File: config.mk
export PLATFORM = sky130hd
export DESIGN_NAME = spi_ram_bridge_flat
export DESIGN_NICKNAME = d
export VERILOG_FILES = /design/src/rtl/spi_ram_pkg.sv /design/src/rtl/spi_ram_bridge_if.sv /design/src/rtl/spi_ram_sync.sv /design/src/rtl/spi_ram_bridge.sv /design/src/flat_wrapper.sv
export SDC_FILE = /design/constraint.sdc
export NUM_CORES = 1
export LEC_CHECK = 0
export ABC_AREA = 1
export CORE_ASPECT_RATIO = 0.6
export CORE_UTILIZATION = 57
export CTS_CLUSTER_SIZE = 14
export DETAILED_ROUTE_END_ITERATION = 12
export PLACE_DENSITY = 0.85
export REMOVE_ABC_BUFFERS = 1
export SLEW_MARGIN = 20
export SYNTH_ARGS = -nofsm -noshare
export SYNTH_HDL_FRONTEND = slang
export SYNTH_SLANG_ARGS = --single-unit
File: constraint.sdc
create_clock -name clk_i -period 3.6 [get_ports clk_i]
set_input_delay 0.72 -clock clk_i [delete_from_list [all_inputs] [get_ports clk_i]]
set_output_delay 0.72 -clock clk_i [all_outputs]
set_load 0.02 [all_outputs]
File: src/rtl/spi_ram_pkg.sv
// Shared types and command-byte layout for the SPI-to-RAM bridge.
// The FSM state encoding lives here so the top module and any debug tooling use the same values.
`timescale 1ns/1ps
package spi_ram_pkg;

  typedef enum logic [3:0] {
    IDLE,
    CMD,
    WDATA,
    WR_SETUP,
    RD_SETUP,
    PULSE,
    HOLD,
    RDATA,
    DONE
  } state_t;

  localparam int CMD_BITS      = 8;
  localparam int CMD_WRITE_BIT = 7;
  localparam int CMD_ADDR_LSB  = 0;

endpackage

File: src/rtl/spi_ram_bridge_if.sv
// RAM-side bus between the SPI bridge and the RAM multiplexer's SPI port.
// The bridge is the master; the multiplexer (or a RAM model) is the slave.
`timescale 1ns/1ps
interface spi_ram_bridge_if #(
  parameter int ADDR_W = 5,
  parameter int DATA_W = 32
);
  logic              ram_clk;
  logic              ram_we;
  logic [ADDR_W-1:0] ram_addr;
  logic [DATA_W-1:0] ram_wdata;
  logic [DATA_W-1:0] ram_rdata;

  modport master (output ram_clk, ram_we, ram_addr, ram_wdata, input ram_rdata);
  modport slave  (input ram_clk, ram_we, ram_addr, ram_wdata, output ram_rdata);
endinterface

File: src/rtl/spi_ram_sync.sv
// Multi-flop synchroniser for one asynchronous input, with rise/fall detect on the synced value.
// RST_VAL lets active-low inputs (CS_N) come out of reset in their inactive level.
`timescale 1ns/1ps
module spi_ram_sync #(
  parameter int   STAGES  = 2,
  parameter logic RST_VAL = 1'b0
) (
  input  logic clk_i,
  input  logic rst_n_i,
  input  logic d,
  output logic q,
  output logic rise,
  output logic fall
);

  logic [STAGES-1:0] chain;
  logic              prev;

  always_ff @(posedge clk_i or negedge rst_n_i) begin
    if (!rst_n_i) begin
      chain <= {STAGES{RST_VAL}};
      prev  <= RST_VAL;
    end else begin
      chain <= {chain[STAGES-2:0], d};
      prev  <= chain[STAGES-1];
    end
  end

  assign q    = chain[STAGES-1];
  assign rise = q & ~prev;
  assign fall = ~q & prev;

endmodule

File: src/rtl/spi_ram_bridge.sv
// SPI mode-0 target that turns command+data frames into single-cycle RAM pulses on the mux SPI port.
// Define SPI_RAM_BURST_EN for streaming bursts (address auto-increments, frame ends only on CS deassert).
//
// state    | meaning
// IDLE     | waiting for CS; bit counter cleared
// CMD      | shifting in the 8-bit command byte
// WDATA    | shifting in a DATA_W-bit write word
// WR_SETUP | addr/data/we driven, RAM clock low
// RD_SETUP | addr driven, RAM clock low
// PULSE    | RAM clock high for exactly one cycle
// HOLD     | RAM clock low, read data captured into TX shifter
// RDATA    | shifting read word out on MISO
// DONE     | frame finished, waiting for CS deassert
`timescale 1ns/1ps
module spi_ram_bridge
  import spi_ram_pkg::*;
#(
  parameter int SYNC_STAGES = 2,
  parameter int ADDR_W      = 5,
  parameter int DATA_W      = 32
) (
  input  logic             clk_i,
  input  logic             rst_n_i,
  input  logic             sck_i,
  input  logic             cs_n_i,
  input  logic             mosi_i,
  output logic             miso_o,
  output logic             spi_cs_o,
  output logic             busy_o,
  spi_ram_bridge_if.master ram
);

`ifdef SPI_RAM_BURST_EN
  localparam bit BURST = 1'b1;
`else
  localparam bit BURST = 1'b0;
`endif
  localparam int CNT_W = $clog2(DATA_W + 1);

  logic sck_s, sck_rise, sck_fall;
  logic cs_n_s, cs_rise, cs_fall;
  logic mosi_s, mosi_rise, mosi_fall;
  logic cs_s;

  spi_ram_sync #(.STAGES(SYNC_STAGES), .RST_VAL(1'b0)) u_sync_sck (
    .clk_i(clk_i), .rst_n_i(rst_n_i), .d(sck_i), .q(sck_s), .rise(sck_rise), .fall(sck_fall));
  spi_ram_sync #(.STAGES(SYNC_STAGES), .RST_VAL(1'b1)) u_sync_cs (
    .clk_i(clk_i), .rst_n_i(rst_n_i), .d(cs_n_i), .q(cs_n_s), .rise(cs_rise), .fall(cs_fall));
  spi_ram_sync #(.STAGES(SYNC_STAGES), .RST_VAL(1'b0)) u_sync_mosi (
    .clk_i(clk_i), .rst_n_i(rst_n_i), .d(mosi_i), .q(mosi_s), .rise(mosi_rise), .fall(mosi_fall));

  assign cs_s = ~cs_n_s;

  state_t                state_q, state_d;
  logic [CNT_W-1:0]      bit_cnt_q;
  logic [CMD_BITS-2:0]   cmd_q;
  logic [CMD_BITS-1:0]   cmd_next;
  logic [DATA_W-1:0]     rx_q;
  logic [DATA_W-1:0]     tx_q;
  logic [ADDR_W-1:0]     addr_q;
  logic                  is_write_q;
  logic                  last_cmd_bit;
  logic                  last_data_bit;

  assign cmd_next      = {cmd_q, mosi_s};
  assign last_cmd_bit  = sck_rise && (bit_cnt_q == CNT_W'(CMD_BITS - 1));
  assign last_data_bit = sck_rise && (bit_cnt_q == CNT_W'(DATA_W - 1));

  always_ff @(posedge clk_i or negedge rst_n_i) begin
    if (!rst_n_i) state_q <= IDLE;
    else          state_q <= state_d;
  end

  // Once an access has started it always runs SETUP->PULSE->HOLD so the RAM pulse is never cut short.
  always_comb begin
    state_d = state_q;
    case (state_q)
      IDLE:     if (cs_s) state_d = CMD;
      CMD: begin
        if (!cs_s)             state_d = IDLE;
        else if (last_cmd_bit) state_d = cmd_next[CMD_WRITE_BIT] ? WDATA : RD_SETUP;
      end
      WDATA: begin
        if (!cs_s)              state_d = IDLE;
        else if (last_data_bit) state_d = WR_SETUP;
      end
      WR_SETUP: state_d = PULSE;
      RD_SETUP: state_d = PULSE;
      PULSE:    state_d = HOLD;
      HOLD: begin
        if (!cs_s)           state_d = IDLE;
        else if (is_write_q) state_d = BURST ? WDATA : DONE;
        else                 state_d = RDATA;
      end
      RDATA: begin
        if (!cs_s)              state_d = IDLE;
        else if (last_data_bit) state_d = BURST ? RD_SETUP : DONE;
      end
      DONE:     if (!cs_s) state_d = IDLE;
      default:  state_d = IDLE;
    endcase
  end

  always_ff @(posedge clk_i or negedge rst_n_i) begin
    if (!rst_n_i) begin
      bit_cnt_q  <= '0;
      cmd_q      <= '0;
      rx_q       <= '0;
      tx_q       <= '0;
      addr_q     <= '0;
      is_write_q <= 1'b0;
    end else begin
      case (state_q)
        IDLE: bit_cnt_q <= '0;
        CMD: if (sck_rise) begin
          cmd_q     <= cmd_next[CMD_BITS-2:0];
          bit_cnt_q <= last_cmd_bit ? '0 : bit_cnt_q + CNT_W'(1);
          if (last_cmd_bit) begin
            is_write_q <= cmd_next[CMD_WRITE_BIT];
            addr_q     <= cmd_next[CMD_ADDR_LSB +: ADDR_W];
          end
        end
        WDATA: if (sck_rise) begin
          rx_q      <= {rx_q[DATA_W-2:0], mosi_s};
          bit_cnt_q <= last_data_bit ? '0 : bit_cnt_q + CNT_W'(1);
        end
        HOLD: begin
          if (!is_write_q) tx_q <= ram.ram_rdata;
          if (BURST) addr_q <= addr_q + ADDR_W'(1);
          bit_cnt_q <= '0;
        end
        RDATA: begin
          // Bit DATA_W-1 is already on MISO; the first falling edge precedes its sampling edge.
          if (sck_rise)
            bit_cnt_q <= last_data_bit ? '0 : bit_cnt_q + CNT_W'(1);
          else if (sck_fall && bit_cnt_q != '0)
            tx_q <= {tx_q[DATA_W-2:0], 1'b0};
        end
        default: ;
      endcase
    end
  end

  assign ram.ram_clk   = (state_q == PULSE);
  assign ram.ram_we    = is_write_q && (state_q inside {WR_SETUP, PULSE, HOLD});
  assign ram.ram_addr  = addr_q;
  assign ram.ram_wdata = rx_q;

  assign miso_o   = (state_q == RDATA) && tx_q[DATA_W-1];
  assign spi_cs_o = cs_s;

  // IDLE with CS already asserted counts as frame start, so busy stays high across a HOLD->IDLE->CMD restart.
  always_comb begin
    busy_o = 1'b1;
    case (state_q)
      IDLE:    busy_o = cs_s;
      DONE:    busy_o = 1'b0;
      RDATA:   busy_o = BURST;
      default: busy_o = 1'b1;
    endcase
  end

  logic unused_sigs;
  assign unused_sigs = ^{sck_s, cs_rise, cs_fall, mosi_rise, mosi_fall, cmd_next};

endmodule

File: src/flat_wrapper.sv
// flat-port wrapper written by rule: the top's interface ports become plain ports
module spi_ram_bridge_flat import spi_ram_pkg::*;
#(
  parameter int SYNC_STAGES = 2,
  parameter int ADDR_W      = 5,
  parameter int DATA_W      = 32
)
  (clk_i, rst_n_i, sck_i, cs_n_i, mosi_i, miso_o, spi_cs_o, busy_o, ram_ram_clk, ram_ram_we, ram_ram_addr, ram_ram_wdata, ram_ram_rdata);
  spi_ram_bridge_if #(.ADDR_W(ADDR_W), .DATA_W(DATA_W)) ram_i ();
  input  logic clk_i;
  input  logic rst_n_i;
  input  logic sck_i;
  input  logic cs_n_i;
  input  logic mosi_i;
  output logic miso_o;
  output logic spi_cs_o;
  output logic busy_o;
  output wire logic [$bits(ram_i.ram_clk)-1:0] ram_ram_clk;
  output wire logic [$bits(ram_i.ram_we)-1:0] ram_ram_we;
  output wire logic [$bits(ram_i.ram_addr)-1:0] ram_ram_addr;
  output wire logic [$bits(ram_i.ram_wdata)-1:0] ram_ram_wdata;
  input wire logic [$bits(ram_i.ram_rdata)-1:0] ram_ram_rdata;
  assign ram_ram_clk = ram_i.ram_clk;
  assign ram_ram_we = ram_i.ram_we;
  assign ram_ram_addr = ram_i.ram_addr;
  assign ram_ram_wdata = ram_i.ram_wdata;
  assign ram_i.ram_rdata = ram_ram_rdata;
  spi_ram_bridge #(.SYNC_STAGES(SYNC_STAGES), .ADDR_W(ADDR_W), .DATA_W(DATA_W)) u_core (.clk_i(clk_i), .rst_n_i(rst_n_i), .sck_i(sck_i), .cs_n_i(cs_n_i), .mosi_i(mosi_i), .miso_o(miso_o), .spi_cs_o(spi_cs_o), .busy_o(busy_o), .ram(ram_i));
endmodule
==> results by group, run 1 <==
Outcome
  • Status: finished clean

Power and ir drop
  • Sw Share: 34.8%
  • Fraction of power consumed by sequential logic: between 40% and 50%
  • Static leakage: just under 0.003 uW
  • Max IR drop VDD: 338 uV
  • Clock share of power: 29.1%
  • Comb pwr share: roughly 30%
  • Power Density: 665 nW/um^2
  • Cell internal pwr: 2460 uW
  • Sw Pwr: 1310 uW

Worst hold path
  • Hold path cells: 0
  • Hold Crit Start: u_core.u_sync_mosi.chain[0]
  • Hold path endpoint: u_core.u_sync_mosi.chain[1]
  • Worst Hold Class: flop to flop

Critical path
  • Flop2flop setup slack: 1.16 ns
  • Worst-case reg-to-reg path depth: 9
  • Crit path DAT: ~2.0 ns
  • CP endpoint kind: output port
  • CP max FO: 5
  • Reg2reg end: u_core.tx_q[2]
  • Req. time, crit path: 2.88 ns
  • Worst Setup SP: u_core.state_q[3]
  • R2r startpoint: u_core.state_q[1]
  • Setup CP Type: flop to output port
  • CP Launch Type: flop

Global routing
  • GR Util All Layers: 27.8%
  • First-pass GRT wire length: around 17 mm
  • Initial antenna violation count: 0
  • Total congestion overflow: 0
  • Vias in the first global route: 3572
  • Largest net degree at the start of global routing: 70

Timing
  • Final min period: 2.72 ns
  • Fmax: 0.367 GHz
  • Setup TNS: 0 ns
  • Clock Skew: 0.00684 ns
  • Final hold vios: 0
  • Max-slew violations: 0
  • Period Utilization, post-route: 75.7%
  • Slew margin rel.: between 40% and 50%
  • Tightest hold margin: 0.350 ns
  • Worst Max-Slew Pin Slew: 0.851 ns
  • RSZ-0062 raised after global routing: false
  • Final-report setup violation count: 0

Clocking
  • Root buf cell: clkbuf_16
  • H-tree depth: 3
  • Hold_buf cts: 0
  • Post-CTS Setup Repair Bufs: 0
  • CTS tree: done
  • CTS buffer count: 9
  • CTS resizes: 0
  • Clock buffer depth: 2
  • Worst skew pair latency: 0.34 ns
  • Clk slew on worst S/H paths: about 0.060 ns
  • Clock sink count: 94

Place
  • Cell Count Post-Placement: 686
  • GP Congestion: between 0.9 and 1
  • PortBufs: 78
  • DP HPWL: a little under 7 mm

Synthesis
  • Synthesized flop and latch total: 94
  • Mapped Avg Cell Area: 8.67 sq um
  • Post-Syn Instances: 523
  • Number of synthesized flops with an enable pin: 0
  • Post-synthesis cell area: approximately 4500 sq um
  • Top-count cell post-synth: nand2_1
  • Seq/Total Area, Yosys: 52.0%
  • Yosys warning total: 0
  • Post-synth ARST share: 100%
  • Synth top area cells: dfrtp_1 51%, nand2_1 19%, mux2_4 6.6%
  • Post-synth top cells: 229 x nand2_1, 92 x dfrtp_1, 50 x nand3_1
  • Cell taking the most area after synthesis: dfrtp_1
  • Yosys cell types: 34
  • Top_reg_cell synth: dfrtp_1
  • Top-area cell type share of the netlist area: 50.8%

Route
  • Drt drc: 0
  • Routed vias/inst: about 5.4
  • Initial DRC Count: between 300 and 400
  • Routed length per instance: 14.9 um
  • First drt pass iteration count: 8
  • DR vias: 3792
  • Antenna-violating nets left: 0
  • Final WL: 10.5 mm

Die
  • Die X: 117 um
  • Die Ht: ~70 um
  • Rows: 24
  • Initial Utilization: 60.6%
  • Die area: 8320 sq um
  • Core box area: about 7500 sq um
  • I/O pins: between 70 and 80

Finish
  • P&R area growth vs syn: 24.8%
  • # nets final: 632
  • Inserted Diodes: 0
  • Layout cells sized above 1: 11.9%
  • Final Non-Filler Cells: 702
  • Core Util, Final: 75.7%

Job
  • Max-cap violations: 0
final cells by class:
type / instances / area (sq um)
sequential: 94 / 2350
multi-input combinational: 375 / 1900
fill: 499 / 1820
timing repair buffer: 82 / 808
clock buffer: 10 / 239
tap: 104 / 130
inverter: 31 / 119
clock inverter: 6 / 109
how the worst max path moves through the flow:
stage | endpoint | slack [ns] | depth (start not counted)
floorplan | u_core.tx_q[10] | 1.40 | 7
global placement | busy_o | 1.27 | 5
detailed placement | u_core.tx_q[2] | 1.23 | 9
CTS | busy_o | 0.87 | 5
global route | busy_o | 0.74 | 5
finish | busy_o | 0.88 | 5
power groups by stage:
stage / Combinational, uW / Clock (uW) / Sequential [uW]
finish: 1110 / 1100 / 1560
global route: 1250 / 1160 / 1590
CTS: 1110 / 1110 / 1550
detailed placement: 1100 / 0 / 1550
global placement: 1050 / 0 / 1540
floorplan: 706 / 0 / 1550
kinds of logic (layout without fill, tap and decap cells):
group	count (synthesis)	count (layout)	share of synthesized area (%)
AO/OA/AOI/OAI	26	26	3.29
XOR/XNOR	2	2	0.387
adder cells (fa/ha/maj)	2	2	0.552
buffers and inverters	54	129	6.16
flip-flops	94	94	52.0
multiplexers	27	27	8.37
AND/OR/NAND/NOR	318	318	29.3
cells in the final DEF (no fill, tap or decap), drive strengths merged:
master | netlist | routed
dfstp | 2 | 2
inv | 31 | 31
dfrtp | 92 | 92
clkbuf | 3 | 10
clkdlybuf4s50 | 0 | 77
nor2b | 1 | 1
a21oi | 5 | 5
o21ai | 18 | 18
xor2 | 1 | 1
nand3 | 50 | 50
xnor2 | 1 | 1
bufinv | 0 | 3
buf | 20 | 5
clkinv | 0 | 3
nand2 | 235 | 235
nand4 | 3 | 3
nor2 | 25 | 25
a31oi | 3 | 3
ha | 2 | 2
nand3b | 1 | 1
nor3 | 2 | 2
or2 | 1 | 1
mux2 | 27 | 27
metrics by stage:
stage	power (uW)	setup slack, ns	area (sq um)
3_3_place_gp	2590	1.27	5310
2_1_floorplan	2260	1.40	4370
3_5_place_dp	2650	1.23	5310
4_1_cts	3770	0.872	5660
5_1_grt	3990	0.743	5660
6_report	3760	0.876	5660
state kept, by name, summed over array words and instances (netlist names), 2 cells and up:
signal / cells
u_core.ram.ram_wdata: 32
u_core.tx_q: 32
u_core.cmd_q: 7
u_core.bit_cnt_q: 6
u_core.ram.ram_addr: 5
u_core.state_q: 4
u_core.u_sync_cs.chain: 2
u_core.u_sync_mosi.chain: 2
u_core.u_sync_sck.chain: 2
routing by layer:
metal	wire length (um)	up-vias	track usage, %	part of all wire (%)
met1	4600	1807	39.8	44
li1	-	1790	-	-
met3	881	8	8.83	8.4
met5	0	-	0	0
met4	65	0	6.47	0.62
met2	4920	187	41.4	47
critical path, stage by stage, from the launching register on:
cell and delay (ns):
dfrtp_1 0.43, nor2_2 0.22, nand2_1 0.13, nor3_1 0.26, nor2_1 0.09, clkdlybuf4s50_1 0.54
Note: power is estimated with default switching activity, not from simulation.
==> inputs of run 2 (changes only) <==
--- a/config.mk
+++ b/config.mk
@@ -7,10 +7,10 @@
 export LEC_CHECK = 0
 export ABC_AREA = 1
 export CORE_ASPECT_RATIO = 0.6
-export CORE_UTILIZATION = 57
+export CORE_UTILIZATION = 48
 export CTS_CLUSTER_SIZE = 14
 export DETAILED_ROUTE_END_ITERATION = 12
-export PLACE_DENSITY = 0.85
+export PLACE_DENSITY = 0.77
 export REMOVE_ABC_BUFFERS = 1
 export SLEW_MARGIN = 20
 export SYNTH_ARGS = -nofsm -noshare
==> constraint.sdc (replaced) <==
create_clock -name clk_i -period 2.45 [get_ports clk_i]
set_input_delay 0.49 -clock clk_i [delete_from_list [all_inputs] [get_ports clk_i]]
set_output_delay 0.49 -clock clk_i [all_outputs]
set_load 0.02 [all_outputs]
==> run 2 against run 1 <==
Final cell count is 4.0% higher; power is 38% higher; sequential share of layout area is 0.066 points lower; non-clock buffer count is 2 higher; largest power group unchanged; setup slack worse by 0.75 ns; register-to-register slack worse by 0.76 ns; clock-buffer cell count is 2 higher; first-iteration DRC count is 16% lower.
==> results by group, run 2 (synthesis gave the netlist of run 1 again) <==
Global routing
  • Vias in the first global route: 3521 (was 3572)
  • Initial antenna violation count: 0 (unchanged)
  • Total congestion overflow: 0 (unchanged)
  • GR Util All Layers: 21.4% (was 27.8%)
  • First-pass GRT wire length: 16.7 mm (was 17.5 mm)
  • Largest net degree at the start of global routing: 45 (was 70)

Critical path
  • CP max FO: 6 (was 5)
  • Flop2flop setup slack: 0.40 ns (was 1.16 ns)
  • Setup CP Type: flop to output port (unchanged)
  • Worst-case reg-to-reg path depth: 11 (was 9)
  • Slowest stage delay, CP: 0.62 ns (was 0.54 ns)
  • Slowest-stage cell, CP: clkdlybuf4s50_1 (unchanged)
  • Crit path DAT: 1.84 ns (was 2.00 ns)
  • CP Launch Type: flop (unchanged)
  • Crit-path leading delay family: buffers and inverters (was simple AND/OR/NAND/NOR gates)
  • CP endpoint kind: output port (unchanged)
  • Worst-path cell chain: nor2_4, nand2_2, nor2_1, clkdlybuf4s50_1 (was nor2_2, nand2_1, nor3_1, nor2_1, clkdlybuf4s50_1)
  • Reg2reg end: u_core.state_q[1] (was u_core.tx_q[2])
  • Buf+Inv Stages, Crit Path: 1 (unchanged)
  • R2r startpoint: u_core.state_q[1] (unchanged)
  • Req. time, crit path: 1.96 ns (was 2.88 ns)
  • Worst Setup SP: u_core.state_q[3] (unchanged)

Timing
  • Final hold vios: 0 (unchanged)
  • Slew margin rel.: 61.9% (was 43.3%)
  • Setup TNS: 0 ns (unchanged)
  • Final min period: 2.33 ns
  • Max-slew violations: 0 (unchanged)
  • Worst Max-Slew Pin Slew: 0.571 ns (was 0.851 ns)
  • Period Utilization, post-route: about 95%
  • Fmax: 0.430 GHz
  • Final-report setup violation count: 0 (unchanged)
  • RSZ-0062 raised after global routing: false (unchanged)
  • Clock Skew: 0.00734 ns (was 0.00684 ns)

Route
  • Routed length per instance: 13.1 um (was 14.9 um)
  • Routed vias/inst: 4.87 (was 5.40)
  • Drt drc: 0 (unchanged)
  • Final WL: 9.57 mm (was 10.5 mm)
  • Antenna-violating nets left: 0 (unchanged)
  • DR vias: 3557 (was 3792)
  • Initial DRC Count: 282 (was 337)
  • First drt pass iteration count: 4 (was 8)

Power and ir drop
  • Design Power: 5200 uW (was 3760 uW)
  • Static leakage: 0.00295 uW (about the same)
  • Power Density: 916 nW/um^2 (was 665 nW/um^2)
  • Max IR drop VDD: 434 uV (was 338 uV)

Finish
  • Layout cells sized above 1: 12.5% (was 11.9%)
  • Commonest non-fill, non-tap cells in the layout: 229 x nand2_1, 90 x dfrtp_1, 75 x clkdlybuf4s50_1 (was 229 x nand2_1, 92 x dfrtp_1, 77 x clkdlybuf4s50_1)
  • Final Non-Filler Cells: 730 (was 702)
  • Inserted Diodes: 0 (unchanged)
  • P&R area growth vs syn: 25.2% (was 24.8%)
  • # nets final: 634 (was 632)
  • Most common cell after layout, fill and taps aside: nand2_1 (unchanged)

Clocking
  • Post-CTS Setup Repair Bufs: 0 (unchanged)
  • Hold_buf cts: 0 (unchanged)
  • Clock sink count: 94 (unchanged)
  • CTS buffer count: 9 (unchanged)
  • CTS tree: done (unchanged)
  • H-tree depth: 3 (unchanged)
  • Clk slew on worst S/H paths: 0.07 ns (was 0.06 ns)
  • Clock buffer depth: 2 (unchanged)
  • Worst skew pair latency: 0.34 ns (about the same)
  • Root buf cell: clkbuf_16 (unchanged)

Place
  • GP Congestion: 0.919 (was 0.908)
  • PortBufs: 78 (unchanged)
  • Cell Count Post-Placement: 714 (was 686)
  • DP HPWL: 6.46 mm (was 6.91 mm)

Worst hold path
  • Worst Hold Class: primary input to asynchronous set/reset pin (was flop to flop)

Die
  • Core box area: 9160 sq um (was 7480 sq um)
  • Rows: 27 (was 24)
  • Initial Utilization: 49.5% (was 60.6%)
  • Die Ht: 77.3 um (was 71.1 um)
  • Die area: 9850 sq um (was 8320 sq um)
  • I/O pins: 79 (unchanged)
  • Die X: 127 um (was 117 um)

Outcome
  • Status: finished clean (unchanged)

Job
  • Max-cap violations: 0 (unchanged)
run 2: cell type report:
class                      instances  area (sq um)
clock inverter                     4          28.8
clock buffer                      12           256
inverter                          31           119
multi-input combinational        375          1910
fill                             778          3480
sequential                        94          2360
tap                              130           163
timing repair buffer              84           841
run 2: power by group:
part	total (uW)	internal (uW)	switching (uW)
Clock	1330	746	580
Sequential	2270	1980	285
Combinational	1600	614	989
Total	5200	3340	1850
run 2: what timing repair did:
action                     in CTS  in global routing
hold endpoints to repair        0                  0
gates cloned                    0                  0
pin swaps                       0                  0
setup endpoints to repair       1                  3
resized for setup               1                  5
run 2: metrics by stage:
| step | worst slack, ns | hold WS, ns | util, % | area (sq um) |
|---|---|---|---|---|
| final | 0.124 | 0.141 | 62.0 | 5670 |
| after global routing | 0.0292 | 0.189 | 62.0 | 5670 |
| after global placement | 0.359 | 0.334 | 58.7 | 5370 |
| after CTS | 0.0203 | 0.169 | 61.8 | 5660 |
| after floorplan | 0.246 | 0.194 | - | 4370 |
| after detailed placement | 0.342 | 0.336 | 58.7 | 5370 |
run 2: worst max-delay path by stage:
stage | to | cells past startpoint | slack, ns
2_1_floorplan | u_core.tx_q[10] | 7 | 0.25
3_3_place_gp | busy_o | 5 | 0.36
3_5_place_dp | busy_o | 5 | 0.34
4_1_cts | ram_ram_we | 5 | 0.02
5_1_grt | miso_o | 5 | 0.03
6_report | miso_o | 4 | 0.12
run 2: worst reg2reg max path: cells and delay by family (launching register included):
kind,cells,cell delay [ns]
buffers and inverters,2,0.41
and+or+nand+nor,9,1.04
DFF,1,0.48
run 2: layer usage:
layer / GRT usage, % / share of wire [%] / vias to the layer above
met1: 31.0 / 51 / 1679
met4: 5.60 / 0.83 / 0
met3: 6.70 / 6.3 / 7
li1: - / - / 1792
met5: 0 / 0 / -
met2: 30.9 / 42 / 79
==> inputs of run 3 (changes only) <==
--- a/config.mk
+++ b/config.mk
@@ -7,10 +7,9 @@
 export LEC_CHECK = 0
 export ABC_AREA = 1
 export CORE_ASPECT_RATIO = 0.6
-export CORE_UTILIZATION = 48
+export CORE_UTILIZATION = 30
 export CTS_CLUSTER_SIZE = 14
 export DETAILED_ROUTE_END_ITERATION = 12
-export PLACE_DENSITY = 0.77
 export REMOVE_ABC_BUFFERS = 1
 export SLEW_MARGIN = 20
 export SYNTH_ARGS = -nofsm -noshare
==> run 3 against run 2 <==
Final cell count is 9.2% higher; power increased by 1.4%; sequential power is essentially flat; via count rose by 1.7%; maximum frequency is 0.57% lower; core utilization shrank 23 points; routed wire length is 5.5% higher; sequential cell count unchanged; critical path depth unchanged; non-clock buffer count down 1; global-route usage is 7.6 points lower; largest power group unchanged.
==> results by group, run 3 (synthesis gave the netlist of run 1 again) <==
Outcome
  • Status: finished clean (unchanged)

Timing
  • Worst Max-Slew Pin Slew: 0.563 ns (was 0.571 ns)
  • Clock Skew: 0.0112 ns (was 0.00734 ns)
  • Final-report setup violation count: 0 (unchanged)
  • Final hold vios: 0 (unchanged)
  • Setup TNS: 0 ns (unchanged)
  • RSZ-0062 raised after global routing: false (unchanged)
  • Slew margin rel.: 62.5% (was 61.9%)
  • Fmax: 0.428 GHz (was 0.430 GHz)
  • Final min period: 2.34 ns (was 2.33 ns)
  • Period Utilization, post-route: 95.5% (was 94.9%)
  • Max-slew violations: 0 (unchanged)

Die
  • Initial Utilization: 31.0% (was 49.5%)
  • Rows: 34 (was 27)
  • Core box area: 14600 sq um (was 9160 sq um)
  • Die area: 15600 sq um (was 9850 sq um)
  • I/O pins: 79 (unchanged)
  • Die X: 161 um (was 127 um)
  • Die Ht: 97.2 um (was 77.3 um)

Power and ir drop
  • Max IR drop VDD: 348 uV (was 434 uV)
  • Static leakage: 0.00294 uW (was 0.00295 uW)
  • Power Density: 915 nW/um^2 (was 916 nW/um^2)

Critical path
  • Slowest-stage cell, CP: clkdlybuf4s50_1 (unchanged)
  • CP Launch Type: flop (unchanged)
  • Flop2flop setup slack: 0.32 ns (was 0.40 ns)
  • Slowest stage delay, CP: 0.61 ns (was 0.62 ns)
  • CP max FO: 6 (unchanged)
  • Worst Setup SP: u_core.state_q[3] (unchanged)
  • Reg2reg end: u_core.tx_q[28] (was u_core.state_q[1])
  • CP endpoint kind: output port (unchanged)
  • Crit path DAT: 1.85 ns (was 1.84 ns)
  • Setup CP Type: flop to output port (unchanged)
  • Worst-path cell chain: nor2_4, nand2_1, inv_1, clkdlybuf4s50_1 (was nor2_4, nand2_2, nor2_1, clkdlybuf4s50_1)
  • Worst-case reg-to-reg path depth: 9 (was 11)
  • Req. time, crit path: 1.96 ns (about the same)
  • R2r startpoint: u_core.state_q[1] (unchanged)

Clocking
  • Worst skew pair latency: 0.35 ns (was 0.34 ns)
  • Clock buffer depth: 2 (unchanged)
  • CTS buffer count: 9 (unchanged)
  • Clk slew on worst S/H paths: 0.07 ns (about the same)
  • H-tree depth: 3 (unchanged)
  • Root buf cell: clkbuf_16 (unchanged)
  • Hold_buf cts: 0 (unchanged)
  • CTS tree: done (unchanged)
  • Clock sink count: 94 (unchanged)

Route
  • DR vias: 3617 (was 3557)
  • First drt pass iteration count: 5 (was 4)
  • Antenna-violating nets left: 0 (unchanged)
  • Routed length per instance: 12.7 um (was 13.1 um)
  • Initial DRC Count: 207 (was 282)
  • Routed vias/inst: 4.54 (was 4.87)
  • Drt drc: 0 (unchanged)
  • Final WL: 10.1 mm (was 9.57 mm)

Global routing
  • Initial antenna violation count: 0 (unchanged)
  • GR Util All Layers: 13.8% (was 21.4%)
  • Total congestion overflow: 0 (unchanged)
  • Vias in the first global route: 3537 (was 3521)
  • First-pass GRT wire length: 17.4 mm (was 16.7 mm)
  • Largest net degree at the start of global routing: 48 (was 45)

Finish
  • Fill cell count: 1487 (was 778)
  • Commonest non-fill, non-tap cells in the layout: 229 x nand2_1, 91 x dfrtp_1, 75 x clkdlybuf4s50_1 (was 229 x nand2_1, 90 x dfrtp_1, 75 x clkdlybuf4s50_1)
  • Inserted Diodes: 0 (unchanged)
  • Design area: 5760 sq um (was 5670 sq um)
  • Final Non-Filler Cells: 797 (was 730)
  • Layout cells sized above 1: 12.4% (was 12.5%)
  • # nets final: 633 (was 634)
  • Most common cell after layout, fill and taps aside: nand2_1 (unchanged)
  • P&R area growth vs syn: 27.1% (was 25.2%)

Place
  • GP Congestion: 0.930 (was 0.919)
  • Area after DPL: 5450 sq um (was 5370 sq um)
  • PortBufs: 78 (unchanged)
  • DP HPWL: 6.88 mm (was 6.46 mm)
  • Cell Count Post-Placement: 781 (was 714)

Job
  • Max-cap violations: 0 (unchanged)

Worst hold path
  • Worst Hold Class: primary input to asynchronous set/reset pin (unchanged)
## run 3: worst max path at each step
| stage | slack (ns) | end |
|---|---|---|
| final | 0.11 | ram_ram_clk |
| after global routing | 0.02 | ram_ram_clk |
| after CTS | 0.01 | busy_o |
| after detailed placement | 0.29 | u_core.tx_q[8] |
| after global placement | 0.30 | ram_ram_we |
| after floorplan | 0.25 | u_core.tx_q[10] |
## run 3: final cells by class
| class | instances | area [sq um] | area share, % |
|---|---|---|---|
| Tap cell | 198 | 248 | 4.30 |
| Clock inverter | 7 | 75.1 | 1.30 |
| Multi-Input combinational cell | 375 | 1910 | 33.1 |
| Inverter | 31 | 119 | 2.06 |
| Sequential cell | 94 | 2360 | 40.9 |
| Clock buffer | 9 | 225 | 3.91 |
| Timing Repair Buffer | 83 | 830 | 14.4 |
## run 3: timing repair
action | CTS | global route
setup endpoints to repair | 2 | 1
buffers inserted | 0 | 0
resized for setup | 3 | 2
pin swaps | 0 | 0
## run 3: power breakdown
group          internal (uW)  leakage (uW)  switching, uW
sequential              1980       0.00121            289
clock                    725      0.000145            679
combinational            612       0.00158            985
## run 3: critical path: cells and delay by family, from the launching register on
kind | cells | cell delay [ns]
and+or+nand+nor | 2 | 0.34
buffers and inverters | 2 | 0.71
DFF | 1 | 0.47
## run 3: routing by layer
layer,track usage [%],part of all wire [%]
met5,0,0
met4,4.69,1.2
met3,3.54,5.0
met2,19.7,43
met1,20.1,50
## run 3: stage by stage
stage	power, uW	utilization [%]	hold WS, ns	setup slack, ns
global route	5690	39.4	0.0963	0.0173
finish	5270	39.4	0.0756	0.111
floorplan	3320	-	0.194	0.246
CTS	5330	39.3	0.0783	0.0129
global placement	3840	37.2	0.334	0.304
detailed placement	3880	37.2	0.340	0.292
